## src/rtl/action_ctrl_multi.sv

```systemverilog
// Multi-player button-to-action controller: one Moore FSM per player with timed jump,
// double-jump and cooldown phases. Optional macro ACTION_CTRL_EVENT_EN adds action_evt.
module action_ctrl_multi #(
  parameter int NUM_PLAYERS  = 2,
  parameter int JUMP_LEN     = 4,
  parameter int DOUBLE_LEN   = 2,
  parameter int COOLDOWN_LEN = 3
) (
  input  logic                       clk,
  input  logic                       reset,
  input  logic [3*NUM_PLAYERS-1:0]   buttons,
  output logic [2*NUM_PLAYERS-1:0]   action,
`ifdef ACTION_CTRL_EVENT_EN
  output logic [NUM_PLAYERS-1:0]     action_evt,
`endif
  output logic [NUM_PLAYERS-1:0]     cooldown
);

  function automatic int max_len(input int a, input int b, input int c);
    int m;
    m = 2;
    if (a > m) m = a;
    if (b > m) m = b;
    if (c > m) m = c;
    return m;
  endfunction

  localparam int CNT_W = $clog2(max_len(JUMP_LEN, DOUBLE_LEN, COOLDOWN_LEN));
  localparam logic [CNT_W-1:0] LAST_J = CNT_W'(JUMP_LEN - 1);
  localparam logic [CNT_W-1:0] LAST_D = CNT_W'(DOUBLE_LEN - 1);
  localparam logic [CNT_W-1:0] LAST_C = CNT_W'(COOLDOWN_LEN - 1);

  typedef enum logic [2:0] {
    ST_STAND  = 3'd0,
    ST_RUN    = 3'd1,
    ST_JUMP   = 3'd2,
    ST_DOUBLE = 3'd3,
    ST_COOL   = 3'd4
  } state_t;

  function automatic logic [1:0] action_code(input state_t s);
    case (s)
      ST_RUN:    return 2'b11;
      ST_JUMP:   return 2'b01;
      ST_DOUBLE: return 2'b10;
      default:   return 2'b00;
    endcase
  endfunction

  for (genvar p = 0; p < NUM_PLAYERS; p++) begin : g_ch
    state_t           state_q, state_d;
    logic [CNT_W-1:0] cnt_q, cnt_d;
    logic             jprev_q;
    logic             jump, run, modi, jedge;

    assign jump  = buttons[3*p+2];
    assign run   = buttons[3*p+1];
    assign modi  = buttons[3*p];
    assign jedge = jump & ~jprev_q;

    // jprev resets high so a jump held through reset needs a fresh press
    always_ff @(posedge clk) begin
      if (reset) begin
        state_q <= ST_STAND;
        cnt_q   <= '0;
        jprev_q <= 1'b1;
      end else begin
        state_q <= state_d;
        cnt_q   <= cnt_d;
        jprev_q <= jump;
      end
    end

    always_comb begin
      state_d = state_q;
      cnt_d   = cnt_q;
      case (state_q)
        ST_STAND: begin
          if (jedge) begin
            state_d = ST_JUMP;
            cnt_d   = '0;
          end else if (run) begin
            state_d = ST_RUN;
          end
        end
        ST_RUN: begin
          if (jedge) begin
            state_d = ST_JUMP;
            cnt_d   = '0;
          end else if (!run) begin
            state_d = ST_STAND;
          end
        end
        ST_JUMP: begin
          if (jedge && modi) begin
            state_d = ST_DOUBLE;
            cnt_d   = '0;
          end else if (cnt_q == LAST_J) begin
            state_d = run ? ST_RUN : ST_STAND;
            cnt_d   = '0;
          end else begin
            cnt_d = cnt_q + CNT_W'(1);
          end
        end
        ST_DOUBLE: begin
          if (cnt_q == LAST_D) begin
            if (COOLDOWN_LEN == 0) state_d = run ? ST_RUN : ST_STAND;
            else                   state_d = ST_COOL;
            cnt_d = '0;
          end else begin
            cnt_d = cnt_q + CNT_W'(1);
          end
        end
        ST_COOL: begin
          if (cnt_q == LAST_C) begin
            state_d = run ? ST_RUN : ST_STAND;
            cnt_d   = '0;
          end else begin
            cnt_d = cnt_q + CNT_W'(1);
          end
        end
        default: begin
          state_d = ST_STAND;
          cnt_d   = '0;
        end
      endcase
    end

    assign action[2*p +: 2] = action_code(state_q);
    assign cooldown[p]      = (state_q == ST_COOL);

`ifdef ACTION_CTRL_EVENT_EN
    logic evt_q;

    always_ff @(posedge clk) begin
      if (reset) evt_q <= 1'b0;
      else       evt_q <= (action_code(state_d) != action_code(state_q));
    end

    assign action_evt[p] = evt_q;
`endif
  end

endmodule
```

## config.mk

```make
export PLATFORM = sky130hd
export DESIGN_NAME = action_ctrl_multi
export DESIGN_NICKNAME = d
export VERILOG_FILES = /design/src/rtl/action_ctrl_multi.sv
export SDC_FILE = /design/constraint.sdc
export NUM_CORES = 1
export LEC_CHECK = 0
export CAP_MARGIN = 25
export CORE_MARGIN = 1
export CORE_UTILIZATION = 57
export CTS_CLUSTER_DIAMETER = 30
export CTS_CLUSTER_SIZE = 40
export DETAILED_ROUTE_END_ITERATION = 10
export PLACE_DENSITY = 0.83
export SETUP_SLACK_MARGIN = 0.15
export SLEW_MARGIN = 20
export SYNTH_ARGS = -nofsm -noshare
export SYNTH_HDL_FRONTEND = slang
export SYNTH_SLANG_ARGS = --single-unit
```

## constraint.sdc

```tcl
create_clock -name clk -period 4.5 [get_ports clk]
set_input_delay 0.675 -clock clk [delete_from_list [all_inputs] [get_ports clk]]
set_output_delay 0.675 -clock clk [all_outputs]
set_load 0.05 [all_outputs]
```

==> flow_summary_export.csv, run 1 <==
group,metric,value,unit
synth,synth_seq_cells,12,
timing,setup_slack,1800,ps
timing,layout_min_cycle_time,2700,ps
placed_design,dp_slack,2110,ps
run_status,status,"finished clean",
pwr,cellPowerDensity,386,nW/um2
clocking,cts_buffers,3,
critical_path,crit_fanout,11,
floorplan,die_w,42.8,um
synth,ys.flop_type,"dfxtp_1",
grt,track_usage,22.4,%
synth,netlist.area_leader.share,25.3,%
drt,drc_errors,0,
drt,drt_iter0_drc,49,
pwr,ir_drop,0.000259,V
final_layout,syn_to_final_growth,15.5,%
critical_path,startpoint_type,"flop",
synth,avgSynthCellArea,8.48,um2
placed_design,dp_hpwl,1330,um
drt,first_pass_iters,4,
clocking,cts_resized,0,
job,maxCapViolCount,0,
synth,synth_nets,132,
synth,synth-warning-count,0,
grt,grt_max_degree,15,
clocking,clk_latency,280,ps
critical_path,timing_worst_setup_path_type,"reg2out",
floorplan,initial_utilization,62.3,%
drt,finalWirelength,1750,um
floorplan,ios,14,
drt,wl_per_cell,12.7,um
placed_design,io_buffers,13,
pwr,design_power_total,0.423,mW
final_layout,regArea,240,um2
critical_path,crit_path_end_kind,"output pin",
clocking,clkTransAtPathRegs,70,ps
timing,final_hold_viol_count,0,
synth,synth_top_family_by_area,"simple AND/OR/NAND/NOR gates",
critical_path,worst_ep_arrival_time,2020,ps
synth,async_flop_share,0,%
drt,final_antenna_net_count,0,
critical_path,required,3830,ps
clocking,clock-sinks,12,
worst_hold_path,hold_class,"reg2reg",
synth,synth_mux_area_share,1.05,%
floorplan,die_y,42.8,um
synth,synth_edf_count,0,
final_layout,fillers,114,
synth,synth_top_area_cell,"dfxtp_1",
grt,grt_overflow,0,
clocking,ctsRootBufferMaster,"clkbuf_4",
pwr,p_leak,0.418,nW
timing,clock_skew,6.41,ps
floorplan,num_rows,14,
timing,final_max_slew_viol_count,0,
clocking,clk_path_buf_depth,2,
grt,grt_pass1_vias,743,
grt,grt_pass1_wl,3110,um
timing,rsz0062_at_grt,"no",
grt,antenna_found_initial,0,
synth,yosysUniqueCellTypes,36,
synth,yosys.area_share.xor_xnor,3.69,%
synth,synthCells,112,
floorplan,fp.dieArea,1830,um2
synth,synth_common_cells,"12 x dfxtp_1, 12 x ha_1, 11 x nor2_1",
final_layout,final_nets,143,
synth,synth_adder_area_share,15.8,%
final_layout,num_antenna_cells,0,
timing,clock.fmax,371,MHz
timing,final.setup.tns,0,ps
clocking,htreeDepth,1,
timing,slew_headroom,67.0,%
synth,synth_compound_area_share,17.8,%
timing,worst_slew_pin_slew,494,ps
final_layout,drive_gt1_share,6.56,%
timing,period_share,60.0,%
final_layout,multi_input_area,644,um2
synth,synth-simple-area-share,29.5,%
drt,vias,831,
clocking,cts_tree,"built",
clocking,post_cts_buffers,0,
synth,ys_seq_area_share,25.3,%
clocking,cts_hold_buffers,0,
floorplan,core,1520,um2
placed_design,gp_congestion,0.840,
synth,synth_area_leaders,"dfxtp_1 25%, ha_1 16%, nand2b_1 4.6%",
drt,via_per_inst,6.02,
synth,syn-cell-area,950,um2
timing,finalSetupViolCount,0,
==> power breakdown <==
part           switching, mW  internal, mW  leakage, nW
logic                  0.104        0.0824        0.299
registers             0.0334         0.119       0.0981
clock network         0.0353        0.0493       0.0210
==> worst max-delay path, cell delays in order (launching register included) <==
cell,delay (ps)
dfxtp_1,500
inv_1,110
nor3_1,280
clkdlybuf4s50_1,860
==> through the flow <==
step	hold WS, ps	instance area, um2	std cells	utilization [%]
final	628	1100	138	72.0
after global routing	695	1100	138	72.0
after CTS	632	1100	138	72.0
after detailed placement	614	1060	134	69.6
after global placement	592	1060	134	69.6
after floorplan	544	950	112	-
==> flip-flops by register name (all words and copies together) (netlist names) <==
signal	count
g_ch.cnt_q	4
g_ch.jprev_q	2
g_ch.state_q	6
==> layer usage <==
metal	GRT usage [%]	share of wire [%]
met3	7.66	6.0
met5	0	0
met4	5.63	0.80
met2	34.2	45
met1	30.1	49
==> kinds of logic after synthesis <==
logic type,count (synthesis)
simple gates,46
mux,1
flops,12
xor+xnor,4
fa+ha+maj,12
compound gates,23
buf+inv,14
==> placed cells by master, fill, tap and decap left out, types with 2 or more instances in the layout <==
master	n
clkdlybuf4s50_1	13
ha_1	12
dfxtp_1	12
nor2_1	11
inv_1	7
nand2b_1	7
a31oi_1	6
nor2b_1	5
a21oi_1	5
xnor2_1	4
nand3_1	4
nand3b_1	4
clkbuf_4	3
nor3_1	2
nand2_1	2
or2_2	2
a22o_1	2
nor4bb_1	2
a211o_1	2
==> layout make-up <==
| type | instances | share of cell area, % |
|---|---|---|
| inverters | 7 | 2.39 |
| repair buffers | 13 | 11.9 |
| clock buffers | 4 | 3.31 |
| well taps | 16 | 1.82 |
| multi-input cells | 86 | 58.7 |
| flip-flops and latches | 12 | 21.9 |
==> worst paths after layout <==
check                     start                to  cells past startpoint  slack [ps]
max reg2reg    g_ch[0].cnt_q[0]  g_ch[0].cnt_q[1]                      6        2840
min            g_ch[0].cnt_q[1]  g_ch[0].cnt_q[1]                      2         630
min reg2reg    g_ch[0].cnt_q[1]  g_ch[0].cnt_q[1]                      2         630
max          g_ch[1].state_q[2]       cooldown[1]                      3        1800
(Power assumes the default switching activity.)
==> inputs of run 2 (changes only) <==
--- a/config.mk
+++ b/config.mk
@@ -6,12 +6,13 @@
 export NUM_CORES = 1
 export LEC_CHECK = 0
 export CAP_MARGIN = 25
+export CORE_ASPECT_RATIO = 1.4
 export CORE_MARGIN = 1
-export CORE_UTILIZATION = 57
+export CORE_UTILIZATION = 47
 export CTS_CLUSTER_DIAMETER = 30
 export CTS_CLUSTER_SIZE = 40
 export DETAILED_ROUTE_END_ITERATION = 10
-export PLACE_DENSITY = 0.83
+export PLACE_DENSITY = 0.73
 export SETUP_SLACK_MARGIN = 0.15
 export SLEW_MARGIN = 20
 export SYNTH_ARGS = -nofsm -noshare
==> constraint.sdc (replaced) <==
create_clock -name clk -period 2.3 [get_ports clk]
set_input_delay 0.345 -clock clk [delete_from_list [all_inputs] [get_ports clk]]
set_output_delay 0.345 -clock clk [all_outputs]
set_load 0.05 [all_outputs]
==> run 2 against run 1 <==
Net effect:
- setup slack got worse by 1500 ps
- clock power increased by 94%
- global-route usage decreased by 4.1 points
- sequential power increased by 94%
- cell count increased by 3.6%
- die area increased by 20%
- via count decreased by 1.6%
- routed wire length increased by 5.3%
- non-clock buffer count increased by 1
- total power increased by 91%
- critical path type unchanged
- largest cell class unchanged
==> flow_summary_export.csv, run 2 (synthesis results as in run 1) <==
group,metric,value,unit
placed_design,io_buffers,13,
drt,top_layer,"met4",
critical_path,worst_ep_arrival_time,1620,ps
clocking,htreeDepth,1,
clocking,cts_hold_buffers,0,
clocking,ctsRootBufferMaster,"clkbuf_4",
floorplan,core,1820,um2
drt,final_antenna_net_count,0,
timing,clock_skew,3.61,ps
drt,wl_per_cell,12.9,um
drt,via_per_inst,5.72,
timing,finalSetupViolCount,0,
grt,track_usage,18.3,%
pwr,cellPowerDensity,732,nW/um2
timing,period_share,85.4,%
drt,met1_length,792,um
final_layout,regMostFlops,"g_ch.state_q",
floorplan,die_y,55.2,um
worst_hold_path,hp-start,"g_ch[0].cnt_q[1]",
drt,drc_errors,0,
critical_path,cp_slowest_stage_delay,590,ps
run_status,status,"finished clean",
critical_path,cpMaxStageDelayCell,"dfxtp_1",
timing,rsz0062_at_grt,"no",
clocking,clk_latency,270,ps
timing,holdWs,633,ps
grt,antenna_found_initial,0,
worst_hold_path,hold_class,"reg2reg",
timing,final_hold_viol_count,0,
placed_design,dp_hpwl,1420,um
final_layout,largest_reg_flops,6,
critical_path,regToRegSetupSlack,620,ps
critical_path,crit_path_end_kind,"output pin",
timing,slew_headroom,67.6,%
floorplan,initial_utilization,52.1,%
critical_path,path_buf_inv,1,
critical_path,path_cells,"xnor2_1 > nor2_1 > dlygate4sd2_1",
drt,vias,818,
final_layout,final_area,1110,um2
placed_design,dpl_cell_area,1080,um2
floorplan,ios,14,
clocking,clkTransAtPathRegs,80,ps
placed_design,dp_slack,362,ps
final_layout,num_antenna_cells,0,
critical_path,reg2reg_depth,6,
grt,grt_overflow,0,
drt,first_pass_iters,4,
timing,layout_min_cycle_time,1960,ps
timing,final.setup.tns,0,ps
grt,grt_pass1_wl,2820,um
timing,clock.fmax,509,MHz
critical_path,crit_fanout,14,
critical_path,cpLargestDelayFamily,"flip-flops",
final_layout,reg_top3,"g_ch.state_q: 6 flops, g_ch.cnt_q: 4 flops, g_ch.jprev_q: 2 flops",
grt,grt_max_degree,15,
grt,grt_pass1_vias,693,
final_layout,syn_to_final_growth,16.5,%
pwr,ir_drop,0.000599,V
critical_path,required,1960,ps
drt,met3_length,50,um
worst_hold_path,whs_path_depth,2,
floorplan,die_w,40.0,um
clocking,cts_tree,"built",
final_layout,fillers,170,
final_layout,fin_cells,143,
clocking,clock-sinks,12,
timing,final_max_slew_viol_count,0,
critical_path,startpoint_type,"flop",
floorplan,num_rows,18,
worst_hold_path,hold_end,"g_ch[0].cnt_q[1]",
drt,routed-wl-met2,981,um
pwr,design_power_total,0.810,mW
clocking,clk_path_buf_depth,2,
floorplan,fp.dieArea,2210,um2
timing,worst_slew_pin_slew,488,ps
job,maxCapViolCount,0,
critical_path,reg2reg_to,"g_ch[0].cnt_q[1]",
critical_path,r2r_start,"g_ch[0].cnt_q[0]",
final_layout,final_nets,144,
placed_design,placed_cells,139,
placed_design,gp_congestion,0.716,
drt,drt_iter0_drc,15,
final_layout,drive_gt1_share,8.94,%
final_layout,utilization,60.6,%
drt,finalWirelength,1850,um
critical_path,timing_worst_setup_path_type,"reg2out",
clocking,cts_buffers,3,
timing,setup_slack,336,ps
final_layout,layout_common_cells,"12 x ha_1, 12 x dfxtp_1, 11 x nor2_1",
pwr,p_leak,0.446,nW
==> run 2: cell types whose count changed in the layout (fill, tap and decap cells not counted) <==
| cell | change |
|---|---|
| dlygate4sd2_1 | +5 |
| clkdlybuf4s50_1 | -6 |
| nor3b_2 | +1 |
| buf_4 | +2 |
| nor3b_1 | -1 |
==> run 2: per-layer routing <==
metal  vias up  global-route usage, %
li1        418                      -
met4         0                   6.90
met1       381                   20.6
met5         -                      0
met2        15                   33.3
met3         4                   2.40
==> run 2: worst max path at each step <==
stage	from	end	slack, ps	cells past startpoint
6_report	g_ch[1].state_q[0]	action[2]	340	3
5_1_grt	g_ch[1].state_q[0]	action[2]	240	3
4_1_cts	g_ch[1].state_q[0]	action[2]	350	3
3_5_place_dp	g_ch[1].state_q[0]	action[2]	360	3
3_3_place_gp	g_ch[0].state_q[2]	cooldown[0]	380	2
2_1_floorplan	g_ch[1].state_q[2]	g_ch[1].cnt_q[1]	270	5
==> run 2: layout make-up <==
cell class              count  area [um2]  share of cell area [%]
flip-flops and latches     12         240                    21.7
multi-input cells          86         649                    58.7
repair buffers             14         129                    11.7
clock buffers               4        36.3                    3.28
inverters                   7        26.3                    2.38
well taps                  20        25.0                    2.26
==> run 2: what timing repair did <==
item	4_1_cts	5_1_grt
gates resized for setup	5	0
buffers inserted	0	0
setup endpoints to repair	5	0
==> run 2: where the power goes <==
group          internal, mW  switching (mW)  total (mW)
Sequential            0.232          0.0624       0.295
Clock                0.0961          0.0678       0.164
Combinational         0.142           0.209       0.351
==> run 2: worst reg2reg max path: stages, from the launching register on <==
cell and delay, ps:
dfxtp_1 400, inv_1 110, ha_1 310, nor2b_1 130, a22o_1 210, a222oi_1 330
nor2_1 60
==> inputs of run 3 (changes only) <==
--- a/config.mk
+++ b/config.mk
@@ -13,7 +13,7 @@
 export CTS_CLUSTER_SIZE = 40
 export DETAILED_ROUTE_END_ITERATION = 10
 export PLACE_DENSITY = 0.73
-export SETUP_SLACK_MARGIN = 0.15
+export SETUP_SLACK_MARGIN = 0.4
 export SLEW_MARGIN = 20
 export SYNTH_ARGS = -nofsm -noshare
 export SYNTH_HDL_FRONTEND = slang
==> run 3 against run 2 <==
Net effect:
- total power rose by 3.2%
- global-route usage rose by 2.9 points
- routed wire length rose by 8.1%
- combinational power rose by 5.7%
- first-iteration DRC count rose by 40%
- sequential share of layout area fell by 0.16 points
- clock-buffer cell count did not move
==> flow_summary_export.csv, run 3 (synthesis results as in run 1) <==
group,metric,value,unit
run_status,status,"finished clean",
critical_path,required,1960,ps
worst_hold_path,hold_class,"reg2reg",
critical_path,startpoint_type,"flop",
clocking,cts_buffers,3,
placed_design,io_buffers,13,
drt,first_pass_iters,4,
pwr,pwr-share-seq,35.6,%
critical_path,reg2reg_depth,6,
timing,worst_slew_pin_slew,497,ps
clocking,clk_path_buf_depth,2,
timing,layout_min_cycle_time,1810,ps
final_layout,final_nets,144,
pwr,combPwrFrac,44.3,%
critical_path,r2r_start,"g_ch[0].cnt_q[0]",
pwr,clkPwrFrac,20.1,%
pwr,internal_power,0.487,mW
grt,grt_overflow,0,
job,maxCapViolCount,0,
drt,drc_errors,0,
drt,vias,826,
timing,final.setup.tns,0,ps
timing,period_share,78.7,%
clocking,clk_latency,280,ps
critical_path,worst_ep_arrival_time,1470,ps
critical_path,reg2reg_to,"g_ch[0].cnt_q[1]",
drt,top_layer,"met4",
grt,antenna_found_initial,0,
placed_design,gp_congestion,0.763,
floorplan,fp.dieArea,2210,um2
final_layout,layout_common_cells,"12 x ha_1, 11 x nor2_1, 10 x dfxtp_1",
timing,rsz0062_at_grt,"no",
critical_path,timing_worst_setup_path_type,"reg2out",
grt,grt_max_degree,15,
clocking,htreeDepth,1,
final_layout,drive_gt1_share,15.4,%
timing,clock.fmax,552,MHz
drt,via_per_inst,5.78,
pwr,ir_drop,0.000532,V
worst_hold_path,hold_end,"g_ch[0].state_q[2]",
clocking,cts_tree,"built",
pwr,power.switching,0.349,mW
floorplan,die_y,55.2,um
critical_path,regToRegSetupSlack,590,ps
drt,met1_length,853,um
timing,setup_slack,490,ps
floorplan,initial_utilization,52.1,%
timing,holdWs,591,ps
timing,clock_skew,6.31,ps
timing,final_max_slew_viol_count,0,
floorplan,num_rows,18,
pwr,swShare,41.7,%
final_layout,num_antenna_cells,0,
placed_design,dp_hpwl,1440,um
timing,final_hold_viol_count,0,
clocking,ctsRootBufferMaster,"clkbuf_4",
worst_hold_path,hp-start,"g_ch[0].state_q[0]",
grt,grt_pass1_wl,3140,um
clocking,clkTransAtPathRegs,80,ps
worst_hold_path,whs_path_depth,2,
drt,finalWirelength,2000,um
floorplan,die_w,40.0,um
clocking,clock-sinks,12,
final_layout,reg_top3,"g_ch.state_q: 6 flops, g_ch.cnt_q: 4 flops, g_ch.jprev_q: 2 flops",
placed_design,dp_slack,350,ps
drt,drt_iter0_drc,21,
final_layout,largest_reg_flops,6,
drt,wl_per_cell,14.0,um
floorplan,core,1820,um2
drt,routed-wl-met2,1040,um
pwr,p_leak,0.432,nW
grt,grt_pass1_vias,760,
pwr,cellPowerDensity,742,nW/um2
critical_path,crit_path_end_kind,"output pin",
critical_path,crit_fanout,10,
timing,slew_headroom,66.8,%
final_layout,regMostFlops,"g_ch.state_q",
final_layout,final_common_cell,"ha_1",
grt,track_usage,21.2,%
drt,final_antenna_net_count,0,
clocking,cts_hold_buffers,0,
drt,met3_length,44,um
final_layout,syn_to_final_growth,18.6,%
floorplan,ios,14,
timing,finalSetupViolCount,0,
[run 3: cell count changes in the layout (fill, tap and decap cells not counted)]
cell	previous run	this run
clkdlybuf4s15_2	0	5
dlygate4sd2_1	5	0
dfxtp_2	0	2
nor3_1	2	1
dfxtp_1	12	10
nor3_2	0	1
[run 3: stage by stage]
step	util (%)	cells	total power, mW	area, um2
2_1_floorplan	-	112	0.576	960
3_3_place_gp	59.3	139	0.666	1080
3_5_place_dp	59.3	139	0.675	1080
4_1_cts	61.6	143	0.836	1120
5_1_grt	61.7	143	0.888	1130
6_report	61.7	143	0.836	1130
[run 3: power groups by stage]
stage	clock network, mW	registers (mW)	logic [mW]
after global placement	0	0.296	0.370
final	0.168	0.298	0.371
after detailed placement	0	0.298	0.377
after global routing	0.185	0.305	0.399
after CTS	0.173	0.293	0.370
after floorplan	0	0.252	0.323
[run 3: worst max-delay path, stage by stage, from the launching register on]
cell,delay [ps]
dfxtp_1,490
nor3b_2,290
clkdlybuf4s15_2,400
[run 3: final cells by class]
class                   count  area (um2)
multi-input cells          86         654
flip-flops and latches     12         243
well taps                  20        25.0
inverters                   7        26.3
repair buffers             14         141
clock buffers               4        36.3
fillers                   163         698
[run 3: layer usage]
metal,up-vias,global-route usage (%)
met5,-,0
met2,14,39.5
met4,0,13.8
met1,391,20.0
li1,416,-
met3,5,3.60
[run 3: worst max-delay path by stage]
stage	startpoint	to	slack [ps]	cells past startpoint
floorplan	g_ch[1].state_q[1]	action[2]	610	3
global placement	g_ch[0].state_q[2]	cooldown[0]	380	2
detailed placement	g_ch[1].state_q[0]	action[2]	350	3
CTS	g_ch[1].state_q[0]	action[2]	470	3
global route	g_ch[0].state_q[2]	cooldown[0]	410	2
finish	g_ch[0].state_q[2]	cooldown[0]	490	2
[run 3: timing repair]
item                                    4_1_cts  5_1_grt
setup buffers                                 0        0
resized for setup                            15        2
endpoints found under the setup margin        5        2
pin swaps                                     0        0
